===== src/rtl/adxl355_pkg.sv =====
// Shared types and constants for the ADXL355 XYZ reader.
package adxl355_pkg;

    // Frame sequencer states
    typedef enum logic [2:0] {
        StIdle,
        StSetup,
        StShift,
        StHold,
        StGap
    } state_e;

    localparam logic [7:0]  ADXL355_XDATA3    = 8'h08;
    localparam logic        ADXL355_READ      = 1'b1;
    localparam int unsigned ADXL355_XYZ_BYTES = 9;

    // Command byte: 7-bit register address followed by the read flag in bit 0
    function automatic logic [7:0] spi_cmd(input logic [7:0] addr);
        return {addr[6:0], ADXL355_READ};
    endfunction

endpackage


===== src/rtl/adxl355_reader_if.sv =====
// Byte-level handshake between the frame sequencer and the SPI shift engine.
interface adxl355_reader_if;
    logic       start;    // load tx and begin a byte; may coincide with done
    logic [7:0] tx;       // byte to shift out, MSB first
    logic       done;     // last SCLK high half of the current byte ends this cycle
    logic [7:0] rx;       // assembled receive byte
    logic       rx_done;  // one-cycle pulse right after the 8th bit was sampled

    modport master (
        output start,
        output tx,
        input  done,
        input  rx,
        input  rx_done
    );

    modport slave (
        input  start,
        input  tx,
        output done,
        output rx,
        output rx_done
    );
endinterface


===== src/rtl/adxl355_spi_byte.sv =====
// 8-bit SPI mode-0 shift engine: each bit is spi_div clocks low then spi_div clocks high.
// MISO is sampled on the clock where SCLK rises; MOSI advances where SCLK falls.
module adxl355_spi_byte #(
    parameter int unsigned spi_div = 4
) (
    input  logic             clk,
    input  logic             rst_n,
    adxl355_reader_if.slave  bus,
    input  logic             miso,
    output logic             sclk,
    output logic             mosi
);

    localparam logic [7:0] HalfLast = 8'(spi_div - 1);

    logic       active_q, active_d;
    logic       phase_q, phase_d;   // 0: SCLK low half, 1: SCLK high half
    logic [7:0] div_cnt_q, div_cnt_d;
    logic [3:0] bit_cnt_q, bit_cnt_d;
    logic [7:0] tx_q, tx_d;
    logic [7:0] rx_q, rx_d;
    logic       rx_done_q, rx_done_d;
    logic       half_end;

    assign half_end    = active_q && (div_cnt_q == HalfLast);
    assign bus.done    = half_end && phase_q && (bit_cnt_q == 4'd8);
    assign bus.rx      = rx_q;
    assign bus.rx_done = rx_done_q;
    assign sclk        = phase_q;
    assign mosi        = tx_q[7];

    // Next-state: half-period divider, bit counter and shift registers
    always_comb begin
        active_d  = active_q;
        phase_d   = phase_q;
        div_cnt_d = div_cnt_q;
        bit_cnt_d = bit_cnt_q;
        tx_d      = tx_q;
        rx_d      = rx_q;
        rx_done_d = 1'b0;
        if (bus.start) begin
            // A restart on done doubles as the final falling edge of the previous byte
            active_d  = 1'b1;
            phase_d   = 1'b0;
            div_cnt_d = 8'd0;
            bit_cnt_d = 4'd0;
            tx_d      = bus.tx;
        end else if (active_q) begin
            if (half_end) begin
                div_cnt_d = 8'd0;
                if (!phase_q) begin
                    phase_d   = 1'b1;
                    rx_d      = {rx_q[6:0], miso};
                    bit_cnt_d = bit_cnt_q + 4'd1;
                    rx_done_d = (bit_cnt_q == 4'd7);
                end else begin
                    phase_d = 1'b0;
                    if (bit_cnt_q == 4'd8) begin
                        active_d = 1'b0;
                    end else begin
                        tx_d = {tx_q[6:0], 1'b0};
                    end
                end
            end else begin
                div_cnt_d = div_cnt_q + 8'd1;
            end
        end
    end

    // Engine state registers
    always_ff @(posedge clk or negedge rst_n) begin
        if (!rst_n) begin
            active_q  <= 1'b0;
            phase_q   <= 1'b0;
            div_cnt_q <= 8'd0;
            bit_cnt_q <= 4'd0;
            tx_q      <= 8'h00;
            rx_q      <= 8'h00;
            rx_done_q <= 1'b0;
        end else begin
            active_q  <= active_d;
            phase_q   <= phase_d;
            div_cnt_q <= div_cnt_d;
            bit_cnt_q <= bit_cnt_d;
            tx_q      <= tx_d;
            rx_q      <= rx_d;
            rx_done_q <= rx_done_d;
        end
    end

endmodule


===== src/rtl/adxl355_reader.sv =====
// Autonomous ADXL355 XYZ reader: one 10-byte SPI read per SYNC rising edge,
// received data bytes streamed out as valid/first/last strobes.
module adxl355_reader
    import adxl355_pkg::*;
#(
    parameter int unsigned spi_div  = 4,
    parameter int unsigned cs_gap   = 8,
    parameter logic [7:0]  reg_addr = ADXL355_XDATA3,
    parameter int unsigned n_data   = ADXL355_XYZ_BYTES
) (
    input  logic       i_clk,
    input  logic       i_rstn,
    input  logic       i_sync,
    input  logic       i_enable,
    input  logic       i_miso,
    output logic       o_csn,
    output logic       o_sclk,
    output logic       o_mosi,
    output logic       o_busy,
    output logic [7:0] o_data,
    output logic       o_valid,
    output logic       o_first,
    output logic       o_last,
    output logic [7:0] o_overrun
);

    localparam logic [7:0]  CmdByte  = spi_cmd(reg_addr);
    localparam logic [15:0] DivLast  = 16'(spi_div - 1);
    localparam logic [15:0] GapLast  = 16'(cs_gap - 1);
    localparam logic [3:0]  LastByte = 4'(n_data);

    adxl355_reader_if u_bus ();

    state_e      state_q, state_d;
    logic [15:0] cnt_q, cnt_d;
    logic [3:0]  byte_idx_q, byte_idx_d;  // 0 is the command slot
    logic        sync_meta_q, sync_sync_q, sync_prev_q;
    logic        sync_rise;
    logic [7:0]  overrun_q;
    logic [7:0]  data_q;
    logic        valid_q, first_q, last_q;
    logic        eng_start;
    logic [7:0]  eng_tx;
    logic        eng_sclk, eng_mosi;
    logic        strobe;

    assign sync_rise   = sync_sync_q && !sync_prev_q;
    assign u_bus.start = eng_start;
    assign u_bus.tx    = eng_tx;
    assign strobe      = u_bus.rx_done && (byte_idx_q != 4'd0);

    adxl355_spi_byte #(
        .spi_div (spi_div)
    ) u_byte (
        .clk   (i_clk),
        .rst_n (i_rstn),
        .bus   (u_bus.slave),
        .miso  (i_miso),
        .sclk  (eng_sclk),
        .mosi  (eng_mosi)
    );

    // Two-flop synchronizer plus edge register for the asynchronous SYNC input
    always_ff @(posedge i_clk or negedge i_rstn) begin
        if (!i_rstn) begin
            sync_meta_q <= 1'b0;
            sync_sync_q <= 1'b0;
            sync_prev_q <= 1'b0;
        end else begin
            sync_meta_q <= i_sync;
            sync_sync_q <= sync_meta_q;
            sync_prev_q <= sync_sync_q;
        end
    end

    // Frame sequencer next-state; feeds the byte engine back-to-back during SHIFT
    always_comb begin
        state_d    = state_q;
        cnt_d      = cnt_q;
        byte_idx_d = byte_idx_q;
        eng_start  = 1'b0;
        eng_tx     = 8'h00;
        unique case (state_q)
            StIdle: begin
                if (sync_rise && i_enable) begin
                    state_d = StSetup;
                    cnt_d   = 16'd0;
                end
            end
            StSetup: begin
                if (cnt_q == DivLast) begin
                    state_d    = StShift;
                    eng_start  = 1'b1;
                    eng_tx     = CmdByte;
                    byte_idx_d = 4'd0;
                end else begin
                    cnt_d = cnt_q + 16'd1;
                end
            end
            StShift: begin
                if (u_bus.done) begin
                    if (byte_idx_q == LastByte) begin
                        state_d = StHold;
                        cnt_d   = 16'd0;
                    end else begin
                        eng_start  = 1'b1;
                        byte_idx_d = byte_idx_q + 4'd1;
                    end
                end
            end
            StHold: begin
                if (cnt_q == DivLast) begin
                    state_d = StGap;
                    cnt_d   = 16'd0;
                end else begin
                    cnt_d = cnt_q + 16'd1;
                end
            end
            StGap: begin
                if (cnt_q == GapLast) begin
                    state_d = StIdle;
                end else begin
                    cnt_d = cnt_q + 16'd1;
                end
            end
            default: state_d = StIdle;
        endcase
    end

    // Frame sequencer state registers
    always_ff @(posedge i_clk or negedge i_rstn) begin
        if (!i_rstn) begin
            state_q    <= StIdle;
            cnt_q      <= 16'd0;
            byte_idx_q <= 4'd0;
        end else begin
            state_q    <= state_d;
            cnt_q      <= cnt_d;
            byte_idx_q <= byte_idx_d;
        end
    end

    // Saturating count of SYNC edges that arrive while a frame is still running
    always_ff @(posedge i_clk or negedge i_rstn) begin
        if (!i_rstn) begin
            overrun_q <= 8'd0;
        end else if (sync_rise && (state_q != StIdle) && (overrun_q != 8'hFF)) begin
            overrun_q <= overrun_q + 8'd1;
        end
    end

    // Data strobe one cycle after each data byte's 8th sample; the command slot is silent
    always_ff @(posedge i_clk or negedge i_rstn) begin
        if (!i_rstn) begin
            data_q  <= 8'h00;
            valid_q <= 1'b0;
            first_q <= 1'b0;
            last_q  <= 1'b0;
        end else begin
            valid_q <= strobe;
            first_q <= strobe && (byte_idx_q == 4'd1);
            last_q  <= strobe && (byte_idx_q == LastByte);
            if (strobe) begin
                data_q <= u_bus.rx;
            end
        end
    end

    // Pin outputs decoded from the registered state
    always_comb begin
        o_csn  = (state_q == StIdle) || (state_q == StGap);
        o_busy = (state_q != StIdle);
        o_sclk = eng_sclk;
        o_mosi = 1'b0;
        if (state_q == StSetup) begin
            o_mosi = CmdByte[7];
        end else if (state_q == StShift) begin
            o_mosi = eng_mosi;
        end
    end

    assign o_data    = data_q;
    assign o_valid   = valid_q;
    assign o_first   = first_q;
    assign o_last    = last_q;
    assign o_overrun = overrun_q;

endmodule


===== config.mk =====
export PLATFORM = sky130hd
export DESIGN_NAME = adxl355_reader
export DESIGN_NICKNAME = d
export VERILOG_FILES = /design/src/rtl/adxl355_pkg.sv /design/src/rtl/adxl355_reader_if.sv /design/src/rtl/adxl355_spi_byte.sv /design/src/rtl/adxl355_reader.sv
export SDC_FILE = /design/constraint.sdc
export NUM_CORES = 1
export LEC_CHECK = 0
export ABC_CLOCK_PERIOD_IN_PS = 3300
export CORE_ASPECT_RATIO = 1.2
export CORE_MARGIN = 2
export CORE_UTILIZATION = 50
export CTS_BUF_LIST = sky130_fd_sc_hd__clkbuf_16
export DETAILED_ROUTE_END_ITERATION = 12
export HOLD_SLACK_MARGIN = 0.02
export PLACE_DENSITY = 0.7
export REMOVE_ABC_BUFFERS = 1
export SLEW_MARGIN = 5
export SYNTH_ARGS = -nofsm -noshare
export SYNTH_HDL_FRONTEND = slang
export SYNTH_SLANG_ARGS = --single-unit

===== constraint.sdc =====
create_clock -name i_clk -period 3.3 [get_ports i_clk]
set_input_delay 0.66 -clock i_clk [delete_from_list [all_inputs] [get_ports i_clk]]
set_output_delay 0.66 -clock i_clk [all_outputs]
set_load 0.1 [all_outputs]

## After elaboration in Yosys (flattened, before gate mapping)

Cells that the tools add are included.

- Input port bits: 5
- Output and inout bits: 23
- Flip-flop bits (word level): 76
- Logic and storage cells: 126

- Bitwise gates (word level): 2
- Reductions and logical operators: 27
- Eq/ne operators: 23
- Add/sub/neg operators: 5
- Muxes and demuxes: 51

Operators with widths:

| kind | number |
|---|---|
| 16-bit 2-to-1 mux | 6 |
| 16-bit one-hot mux with 5 select lines | 1 |
| 8-bit 2-to-1 mux | 8 |
| 4-bit 2-to-1 mux | 7 |
| 2-bit != test (second input constant) | 11 |
| 1-bit 2-to-1 mux | 18 |
| 3-bit 2-to-1 mux | 6 |
| 16-bit by 1-bit adder with 16-bit output (second input constant) | 1 |
| 8-bit by 1-bit adder with 8-bit output (second input constant) | 2 |
| 16-bit by 2-bit equality test with 1-bit output (second input constant) | 1 |
| 16-bit by 3-bit equality test with 1-bit output (second input constant) | 1 |
| 3-bit one-hot mux with 5 select lines | 1 |
| 4-bit AND reduction | 3 |
| 6-bit AND reduction | 2 |
| 1-bit logical AND | 10 |
| 5-bit 2-to-1 mux | 2 |
| 4-bit by 1-bit adder with 4-bit output (second input constant) | 2 |
| 4-bit equality test (second input constant) | 2 |
| 8-bit by 2-bit equality test with 1-bit output (second input constant) | 1 |
| 8-bit != test (second input constant) | 1 |
| 4-bit one-hot mux with 2 select lines | 1 |
| 2-bit nonzero test | 4 |
| 3-bit by 2-bit equality test with 1-bit output (second input constant) | 2 |
| 5-bit nonzero test | 1 |
| other kinds (13) | 14 |

## Longest topological paths before layout

Gate-level depths: netlist (run 1).

- Word-level depth: 8
- Gate-level depth with buffers: 8
- Depth with buffers taken out: 7

## Hierarchy

A second synthesis (run 1) with hierarchy kept.

- Cells, all modules: 345
- Area, all modules: 3738.6 sq um

Modules (own cells, without submodules):

| module | area each (sq um) | cells each | sequential area each (sq um) | times used |
|---|---|---|---|---|
| adxl355_reader | 2272.2 | 217 | 1126.1 | 1 |
| adxl355_spi_byte | 1466.4 | 128 | 775.7 | 1 |

## Least setup slack after synthesis (run 1)

Ideal clock, no wire load.

- Kind: reg-to-reg
- Start point: register state_q[1]
- End point: register cnt_q[1]
- Data required time: 3221 ps
- Library setup time: 79 ps
- Arrival time: 2751 ps
- Cell stages (with the launch flop): 7
- Path buffers: 2
- Clock period less this slack: 2830 ps
- Slack: 470 ps
- Path through: dfrtp_1 clkbuf_1 nor2_1 a21oi_1 o211ai_4 buf_8 mux2i_1

- Longest elaborated chain between the ends: 3
- Elaborated cells between the ends (all ways): 13
- Those cells by class: eq/ne (9); mux (1); reduce/logical (3)

RTL lines:

| element | RTL line | source |
|---|---|---|
| from (decl) | adxl355_reader.sv:34 | `state_e state_q, state_d;` |
| from (signal assigned) | adxl355_reader.sv:133 | `state_q <= StIdle;` |
| from (signal assigned) | adxl355_reader.sv:137 | `state_q <= state_d;` |
| 3-bit equality test, or another cell as far along | adxl355_reader.sv:83 | `unique case (state_q)` |
| 5-bit nonzero test (no line) / 2-bit != test (equally long branches) | -- |  |
| 6-bit AND reduction (no line) | -- |  |
| to (signal assigned) | adxl355_reader.sv:138 | `cnt_q <= cnt_d;` |
| to (decl) | adxl355_reader.sv:35 | `logic [15:0] cnt_q, cnt_d;` |

Several ways; a longest one is shown, not always the timed one.
A chain may end at the register's enable or synchronous reset.

## Worst setup path after layout (run 1)

- Start point: register cnt_q[0]
- End point: register byte_idx_q[1]

- Longest elaborated chain between the ends: 3

RTL lines:

| element | RTL line | source |
|---|---|---|
| 16-bit by 2-bit equality test with 1-bit output | adxl355_reader.sv:91 | `if (cnt_q == DivLast) begin` |
| 2-bit != test (no line) | -- |  |
| 4-bit AND reduction (no line) | -- |  |
| to (signal assigned) | adxl355_reader.sv:139 | `byte_idx_q <= byte_idx_d;` |
| to (decl) | adxl355_reader.sv:36 | `logic [3:0] byte_idx_q, byte_idx_d;` |

No other way between the ends.

==> flow_metrics.tcl, run 1 <==
set metrics [dict create \
    worst-setup-path-type "reg2reg" \
    hold_class "reg2reg" \
    worst_skew_pair.late_latency_ns 0.33 \
    postSynth.asyncResetShare_pct 100 \
    dpl.cell_count 466 \
    power_leakage_uw 0.00209 \
    gp_routability_congestion 0.803 \
    power.net_switching_uw 1400 \
    grt_pass1_wl_um 12300 \
    fp-row-count 34 \
    post-route-period-util_pct 82.5 \
    period_needed_ns 2.72 \
    core_area_um2 7230 \
    post_synth_instance_area_um2 3710 \
    drive_above_1_share_pct 15.3 \
    slew_headroom_pct 37.7 \
    cts_tree "yes" \
    netlist-cell-type-count 53 \
    comb_power_share_pct 35.5 \
    timing.critical_path.fanout_max 12 \
    crit_path_max_incr_delay_ns 0.54 \
    drv.max_cap_violation_count 0 \
    number_of_inserted_filler_cells_in_the_final_layout 628 \
    seqPwrFrac_pct 39.4 \
    antennaDiodeCount 0 \
    post-dp-hpwl_um 4900 \
    gr-usage-all-layers_pct 19.5 \
    p_sw_share_pct 40.4 \
    clk_skew_ns 0.00814 \
    timing.critical_path.buf_inv 0 \
    die_y_um 98.4 \
    drv_slew 0 \
    design.portCount 28 \
    port-buffer-count 27 \
    global_route_layer_with_the_greatest_usage "met2" \
    route.antenna.remaining_nets 0 \
    gr-usage-met2_pct 31.8 \
    prevailing_post_synth_register_cell "sky130_fd_sc_hd__dfrtp_1" \
    timing.critical_path.slowest_stage_cell "sky130_fd_sc_hd__or4_4" \
    power_density_nw_per_um2 816 \
    max-clock-path-buffers 2 \
    cts_htree_levels 3 \
    ctsResizeCount 0 \
    grt_max_degree 77 \
    hold_slack_ns 0.353 \
    finalHoldViolations 0 \
    number_of_enable_type_register_cells_in_the_synthesized_netlist 0 \
    post-route-drc-count 0 \
    instances_no_fill 482 \
    drt-vias-per-instance 5.73 \
    synth-seq-cells 76 \
    synth_seq_area_share_pct 51.3 \
    transition_time_at_the_pin_with_the_least_slew_margin_ns 0.934 \
    drt-pass1-iter-count 4 \
    areaGrowthSynthToFinish_pct 14.8 \
    status "completed" \
    clock-sinks 76 \
    totalPowerFinal_uw 3470 \
    required_ns 3.55 \
    final_core_util_pct 58.9 \
    wire_per_inst_um 14.7 \
    wl_um 7070 \
    setup.worst_path.end_class "flop" \
    synth-warning-count 0 \
    first_global_vias 2720 \
    crit_path_cell_trace "ha_1 > or4b_1 > or4_4 > or2_1 > nand2_1 > mux2i_1" \
    internal_power_uw 2070 \
    power.share.clock_pct 25.1 \
    clock-root-buffer "sky130_fd_sc_hd__clkbuf_16" \
    groute.layer.met3.usage_pct 4.81 \
    post_cts_hold_buffer_count 0 \
    use_met1_pct 24.7 \
    globalRouteOverflowTotal 0 \
    postCtsSetupRepairBufs 0 \
    vias 2760 \
    achievable-frequency_mhz 367 \
    layout.nets 400 \
    post_synth.cell_area_avg_um2 10.4 \
    critical_path_arrival_ns 2.97 \
    cts.clk_slew.worst_paths_ns 0.06 \
    setup_viol 0 \
    ir_drop_uv 907 \
    antenna_violations_before_repair 0 \
    fin_tns_setup_ns 0 \
    dieArea_um2 8130 \
    die-width_um 82.6 \
    cpLargestDelayFamily "simple AND/OR/NAND/NOR gates" \
    syn-instance-count 356 \
    initial_utilization_pct 51.3 \
    grt_setup_unrepaired "no" \
    detailedRoute.firstIterationViolations 120 \
    critical_path_startpoint_category "flop" \
    cts_made_buffers 9 \
]
## layout make-up
| cell class | count | area (um^2) | share of cell area (%) |
|---|---|---|---|
| clock buffer | 9 | 225 | 5.29 |
| clock inverter | 7 | 41.3 | 0.970 |
| inverter | 12 | 45.0 | 1.06 |
| multi-input combinational | 259 | 1710 | 40.1 |
| sequential | 76 | 1900 | 44.7 |
| tap | 90 | 113 | 2.64 |
| timing repair buffer | 29 | 225 | 5.29 |
## state kept, by name, indices dropped and copies added, names as in the netlist
register,count
sync_meta_q,1
u_byte.tx_q,8
u_byte.active_q,1
u_byte.div_cnt_q,8
u_byte.bus.rx_done,1
o_data,8
u_byte.bit_cnt_q,4
u_byte.bus.rx,8
byte_idx_q,4
o_last,1
u_byte.sclk,1
o_valid,1
state_q,3
sync_sync_q,1
sync_prev_q,1
o_first,1
o_overrun,8
cnt_q,16
## cell usage after synthesis (all sizes together), types with 5 or more instances
cell type  number  area [um^2]
or4             6         56.3
nand3          18         90.1
mux2i          11          110
and3           19          119
nand2          45          176
xnor2           7         61.3
inv            11         41.3
dfrtp          76         1900
o21ai          10         53.8
a21oi           7         35.0
nand4           7         43.8
mux2           10          113
buf             5         41.3
xor2            8         70.1
a221o          11          110
ha              8          100
nor3            7         35.0
nor2           33          126
and2            7         43.8
nor4            5         37.5
nand3b          5         37.5
## worst paths after layout
check	depth (start not counted)	slack (ns)	from	to
max in group asynchronous	1	2.21	i_rstn	u_byte.div_cnt_q[4]$_DFFE_PN0P_
hold reg to reg	0	0.35	sync_meta_q$_DFF_PN0_	sync_sync_q$_DFF_PN0_
setup / recovery	6	0.58	cnt_q[0]$_DFFE_PN0P_	byte_idx_q[1]$_DFFE_PN0P_
setup reg to reg	6	0.58	cnt_q[0]$_DFFE_PN0P_	byte_idx_q[1]$_DFFE_PN0P_
hold / removal	0	0.35	sync_meta_q$_DFF_PN0_	sync_sync_q$_DFF_PN0_
min in group asynchronous	1	0.46	i_rstn	o_valid$_DFF_PN0_
## placed cells by master, fill, tap and decap left out, types with 7 or more instances in the layout
| cell type | count |
|---|---|
| sky130_fd_sc_hd__nor3_1 | 7 |
| sky130_fd_sc_hd__dfrtp_1 | 76 |
| sky130_fd_sc_hd__o21ai_0 | 9 |
| sky130_fd_sc_hd__inv_1 | 11 |
| sky130_fd_sc_hd__and3_1 | 19 |
| sky130_fd_sc_hd__nand4_1 | 7 |
| sky130_fd_sc_hd__nand3_1 | 18 |
| sky130_fd_sc_hd__xor2_1 | 8 |
| sky130_fd_sc_hd__a21oi_1 | 7 |
| sky130_fd_sc_hd__and2_1 | 7 |
| sky130_fd_sc_hd__nor2_1 | 32 |
| sky130_fd_sc_hd__mux2i_1 | 11 |
| sky130_fd_sc_hd__clkbuf_16 | 9 |
| sky130_fd_sc_hd__xnor2_1 | 7 |
| sky130_fd_sc_hd__a221o_1 | 11 |
| sky130_fd_sc_hd__ha_1 | 8 |
| sky130_fd_sc_hd__nand2_1 | 44 |
| sky130_fd_sc_hd__mux2_2 | 9 |
| sky130_fd_sc_hd__buf_4 | 26 |
## power groups by stage
stage / Combinational, uW / Sequential, uW / Clock, uW
after floorplan: 714 / 1590 / 0
after global placement: 1220 / 1380 / 0
after detailed placement: 1240 / 1380 / 0
after CTS: 1250 / 1370 / 889
after global routing: 1350 / 1410 / 937
final: 1230 / 1370 / 870
## per-stage QoR
| stage | area [um^2] | worst slack (ns) |
|---|---|---|
| 6_report | 4260 | 0.576 |
| 5_1_grt | 4260 | 0.384 |
| 4_1_cts | 4260 | 0.561 |
| 2_1_floorplan | 3650 | 0.556 |
| 3_5_place_dp | 3990 | 0.585 |
| 3_3_place_gp | 3990 | 0.644 |
## per-layer routing
metal | share of wire [%] | vias to the layer above
met2 | 52 | 38
met1 | 43 | 1360
met3 | 2.9 | 13
li1 | - | 1349
met5 | 0 | -
met4 | 2.1 | 0
## logic make-up after synthesis
kind of cell / count (synthesis) / share of synthesized area (%)
AO/OA/AOI/OAI: 46 / 9.65
XOR/XNOR: 15 / 3.54
adder cells (fa/ha/maj): 8 / 2.70
buffers and inverters: 21 / 2.73
flip-flops: 76 / 51.3
multiplexers: 21 / 6.00
AND/OR/NAND/NOR: 169 / 24.1
Power figures use the tool's default switching activity.
==> inputs of run 2 (changes only) <==
- ABC_CLOCK_PERIOD_IN_PS: 3300 -> 2800
- clock period: 3.3 -> 2.8 ns (I/O delays scaled with it)
==> run 2 against run 1 <==
Effect of this change:
- global-route usage grew 0.41 points
- largest power group unchanged
- flip-flop and latch count is the same
- fmax grew 2.3%
- final area grew 1.6%
- first-iteration DRC count grew 19%
- final cell count grew 1.2%
- via count shrank 1.5%
- worst hold slack is essentially flat
- critical path type unchanged
- die area is the same
- setup slack lost 0.44 ns
==> flow_metrics.tcl, run 2 (synthesized netlist as in run 1, its figures left out) <==
set metrics [dict create \
    status "completed" \
    timing.critical_path.fanout_max 8 \
    dp_worst_setup_slack_ns 0.127 \
    comb_power_share_pct 35.0 \
    port-buffer-count 27 \
    layout.nets 406 \
    drt-pass1-iter-count 4 \
    post_cts_hold_buffer_count 0 \
    fp-row-count 34 \
    max-clock-path-buffers 2 \
    clk_skew_ns 0.00661 \
    grt_max_degree 77 \
    areaGrowthSynthToFinish_pct 16.6 \
    use_met1_pct 27.2 \
    clock-sinks 76 \
    wl_um 7130 \
    instances_no_fill 488 \
    drv_slew 0 \
    post-route-period-util_pct 95.1 \
    clock-root-buffer "sky130_fd_sc_hd__clkbuf_16" \
    antennaDiodeCount 0 \
    die-width_um 82.6 \
    slew_headroom_pct 37.2 \
    final_common_cell "sky130_fd_sc_hd__dfrtp_1" \
    critical_path_arrival_ns 2.88 \
    number_of_inserted_filler_cells_in_the_final_layout 636 \
    r2r_setup_slack_ns 0.14 \
    gr-usage-met2_pct 31.1 \
    ctsResizeCount 0 \
    setup.worst_path.end_class "flop" \
    period_needed_ns 2.66 \
    post-route-drc-count 0 \
    regMostFlops "cnt_q" \
    multi_input_combinational_cell_area_um2 1710 \
    antenna_violations_before_repair 0 \
    max_ffs_per_register 16 \
    drv.max_cap_violation_count 0 \
    p_sw_share_pct 39.5 \
    core_area_um2 7230 \
    hold_class "reg2reg" \
    setup_viol 0 \
    sequential_cell_area_um2 1900 \
    dieArea_um2 8130 \
    power_density_nw_per_um2 970 \
    first_global_vias 2673 \
    global_route_layer_with_the_greatest_usage "met2" \
    fin_tns_setup_ns 0 \
    cts_htree_levels 3 \
    critical_path_startpoint_category "flop" \
    final_core_util_pct 59.8 \
    wire_per_inst_um 14.6 \
    power.share.clock_pct 26.5 \
    postCtsSetupRepairBufs 0 \
    gr-usage-all-layers_pct 19.9 \
    dpl.cell_count 472 \
    groute.layer.met3.usage_pct 3.60 \
    finalHoldViolations 0 \
    grt_pass1_wl_um 12700 \
    die_y_um 98.4 \
    internal_power_uw 2540 \
    transition_time_at_the_pin_with_the_least_slew_margin_ns 0.942 \
    cts_tree "yes" \
    seqPwrFrac_pct 38.5 \
    achievable-frequency_mhz 375 \
    power_leakage_uw 0.00215 \
    ir_drop_uv 1110 \
    initial_utilization_pct 51.3 \
    detailedRoute.firstIterationViolations 143 \
    cts.clk_slew.worst_paths_ns 0.06 \
    design.portCount 28 \
    gp_routability_congestion 0.785 \
    drt-vias-per-instance 5.57 \
    route.antenna.remaining_nets 0 \
    final_cell_mix "sky130_fd_sc_hd__dfrtp_1 (76), sky130_fd_sc_hd__nand2_1 (44), sky130_fd_sc_hd__nor2_1 (32), sky130_fd_sc_hd__buf_4 (32), sky130_fd_sc_hd__and3_1 (19)" \
    cts_made_buffers 9 \
    vias 2718 \
    totalPowerFinal_uw 4200 \
    final_critical_path_setup_slack_ns 0.137 \
    required_ns 3.02 \
    grt_setup_unrepaired "no" \
    drive_above_1_share_pct 16.1 \
    worst_skew_pair.late_latency_ns 0.33 \
    power.net_switching_uw 1660 \
    globalRouteOverflowTotal 0 \
    worst-setup-path-type "reg2reg" \
    post-dp-hpwl_um 4820 \
]
## run 2: critical path, stage by stage (launching register included)
cell and delay, ns:
sky130_fd_sc_hd__dfrtp_1 0.39, sky130_fd_sc_hd__ha_1 0.22, sky130_fd_sc_hd__or4b_1 0.49, sky130_fd_sc_hd__or4_4 0.54, sky130_fd_sc_hd__or2_1 0.38, sky130_fd_sc_hd__nand2_4 0.17
sky130_fd_sc_hd__mux2_2 0.35
## run 2: per-layer routing
metal / vias to the layer above / wire (um)
met5: - / 0
met4: 0 / 115
met3: 10 / 173
met2: 40 / 3570
met1: 1315 / 3270
li1: 1353 / -
## run 2: power groups by stage
| stage | clock, uW | combinational [uW] | sequential [uW] |
|---|---|---|---|
| after floorplan | 0 | 841 | 1880 |
| final | 1110 | 1470 | 1610 |
| after global routing | 1170 | 1620 | 1670 |
| after detailed placement | 0 | 1480 | 1630 |
| after global placement | 0 | 1450 | 1620 |
| after CTS | 1130 | 1490 | 1620 |
## run 2: path summary, 6_finish.rpt
check	endpoint	depth (start not counted)	start
max in group asynchronous	u_byte.div_cnt_q[2]$_DFFE_PN0P_	1	i_rstn
min reg2reg	sync_sync_q$_DFF_PN0_	0	sync_meta_q$_DFF_PN0_
min in group asynchronous	o_data[1]$_DFFE_PN0P_	1	i_rstn
min	sync_sync_q$_DFF_PN0_	0	sync_meta_q$_DFF_PN0_
max reg2reg	u_byte.bus.rx[5]$_DFFE_PN0P_	6	cnt_q[0]$_DFFE_PN0P_
max	u_byte.bus.rx[5]$_DFFE_PN0P_	6	cnt_q[0]$_DFFE_PN0P_
## run 2: per-stage QoR
| step | instance area, um^2 | hold WS [ns] |
|---|---|---|
| 2_1_floorplan | 3650 | 0.264 |
| 3_3_place_gp | 4040 | 0.335 |
| 3_5_place_dp | 4040 | 0.342 |
| 4_1_cts | 4320 | 0.356 |
| 5_1_grt | 4320 | 0.357 |
| 6_report | 4320 | 0.353 |
## run 2: layout make-up
type	instances	area share, %
flip-flops and latches	76	44.0
clock buffers	9	5.21
inverters	12	1.04
multi-input cells	259	39.5
repair buffers	35	6.25
well taps	90	2.60
clock inverters	7	1.45
==> RTL change, RTL diff (settings of run 1) <==
Take the reset off `tx_q` and load it in a clocked block of its own.
--- a/src/rtl/adxl355_spi_byte.sv
+++ b/src/rtl/adxl355_spi_byte.sv
@@ -74,7 +74,6 @@
             phase_q   <= 1'b0;
             div_cnt_q <= 8'd0;
             bit_cnt_q <= 4'd0;
-            tx_q      <= 8'h00;
             rx_q      <= 8'h00;
             rx_done_q <= 1'b0;
         end else begin
@@ -82,11 +81,14 @@
             phase_q   <= phase_d;
             div_cnt_q <= div_cnt_d;
             bit_cnt_q <= bit_cnt_d;
-            tx_q      <= tx_d;
             rx_q      <= rx_d;
             rx_done_q <= rx_done_d;
         end
     end
 
+    always_ff @(posedge clk) begin
+        tx_q <= tx_d;
+    end
+
 endmodule
 
Function: same outputs for any inputs over 10 cycles, from zero or initial values and one cycle with i_rstn low; that may be too few to reach the edited logic, so the function may still have changed.
==> RTL change against run 1 <==
  * Design area fell by 1.6%
  * Worst setup slack better by 0.054 ns
  * Fmax grew 2.0%
  * Via count fell by 3.7%
  * Final cell count down 3.9%
  * Sequential share of layout area increased by 1.7 points
  * Synthesized area decreased by 2.9%
  * Non-clock buffer count is 2 higher
  * Sequential cell count unchanged
  * Wire length is 3.7% lower
  * Synthesized cell count decreased by 3.9%
  * Highest routed layer unchanged
Power is not compared: it rests on default switching activity, and its combinational part moved more than twofold at a synthesized area within 25%.
==> RTL change: results (changes against run 1) <==
Post-synth EDFFs=8 (was 0); Global Route Usage Sum=0.1952 (was 0.1949); layout cells sized above 1=0.1862 (was 0.1531); crit path DAT=2.58 ns (was 2.97 ns); pre-CTS setup slack=0.6840 ns (was 0.5853 ns); max incr delay on CP=0.57 ns (was 0.54 ns); global-route wire length before repair=12230 um (was 12300 um); mean routed wirelength per cell=14.70 um (was 14.66 um); Critical Path Fanout Max=10 (was 12); clock skew=0.01145 ns (was 0.008141 ns); vias per cell=5.741 (was 5.726); Slowest-stage cell, CP=o21ai_0 (was or4_4); top cells by count, synth=dfrtp_1 (68), nand2_1 (51), nor2_1 (31) (was dfrtp_1 (76), nand2_1 (44), nor2_1 (32)); DR vias=2658 (was 2760); DP HPWL=4641 um (was 4898 um); vias in the first global route=2612 (was 2720); Worst Max-Slew Pin Slew=1.152 ns (was 0.9345 ns); Cells after Synth=342 (was 356); fill cell count=567 (was 628); HP Class=input pin to asynchronous set/reset pin (was flop to flop); dpl cells=447 (was 466); status=complete, no violations (unchanged); Synth top area share=0.4724 (was 0.5126); asr flop ratio synth=0.8947 (was 1.000); GPL Wtd Cong=0.7683 (was 0.8033); Unique masters post-synth=49 (was 53); sequential share of the synthesized area=0.5391 (was 0.5126); top cells by area, synth=dfrtp_1 (47%), edfxtp_1 (6.7%), nand2_1 (5.3%) (was dfrtp_1 (51%), nand2_1 (4.5%), nor2_1 (3.2%))
## RTL change: power by group through the flow
| stage | Clock (mW) | Combinational (mW) | Sequential, mW |
|---|---|---|---|
| floorplan | 0 | 0.0517 | 1.28 |
| global placement | 0 | 0.383 | 1.04 |
| detailed placement | 0 | 0.385 | 1.05 |
| CTS | 0.995 | 0.390 | 1.03 |
| global route | 1.04 | 0.401 | 1.04 |
| finish | 0.978 | 0.385 | 1.03 |
## RTL change: area by class of cell
type                       instances  area, um^2  share of cell area
sequential                        76        1942              0.4637
inverter                          10       37.54            0.008963
multi-input combinational        243        1559              0.3723
timing repair buffer              31       237.7             0.05677
tap                               87       108.9             0.02599
clock inverter                     7       77.57             0.01852
clock buffer                       9       225.2             0.05378
## RTL change: final timing paths
kind	from	endpoint	slack [ns]	depth (start not counted)
max in group asynchronous	i_rstn	cnt_q[5]$_DFFE_PN0P_	2.50	2
min in group i_clk	sync_meta_q$_DFF_PN0_	sync_sync_q$_DFF_PN0_	0.35	0
worst max register to register	u_byte.div_cnt_q[0]$_DFFE_PN0P_	u_byte.tx_q[5]$_SDFFCE_PN0P_	0.63	6
worst min-delay path	i_rstn	o_first$_DFF_PN0_	0.32	2
worst max-delay path	u_byte.div_cnt_q[0]$_DFFE_PN0P_	u_byte.tx_q[5]$_SDFFCE_PN0P_	0.63	6
worst min register to register	sync_meta_q$_DFF_PN0_	sync_sync_q$_DFF_PN0_	0.35	0
## RTL change: cell families (layout without fill, tap and decap cells)
| logic type | Yosys count | after routing | synth area share |
|---|---|---|---|
| compound gates | 55 | 55 | 0.1132 |
| xor+xnor | 16 | 16 | 0.03890 |
| fa+ha+maj | 8 | 8 | 0.02779 |
| buf+inv | 23 | 57 | 0.02813 |
| flops | 76 | 76 | 0.5391 |
| mux | 10 | 10 | 0.03126 |
| simple gates | 154 | 154 | 0.2216 |
## RTL change: stage by stage
stage                     utilization  hold slack (ns)
final                          0.6073           0.3223
after global routing           0.6073           0.3554
after CTS                      0.6073           0.3356
after detailed placement       0.5634           0.3356
after global placement         0.5634           0.3358
after floorplan                     -           0.3312
## RTL change: metal layers
layer  track usage  share of wire  up-vias
met5             0              0        -
met3       0.04384          0.043        6
met2        0.2932           0.48       68
li1              -              -     1275
met1        0.2805           0.47     1309
met4       0.05997          0.010        0
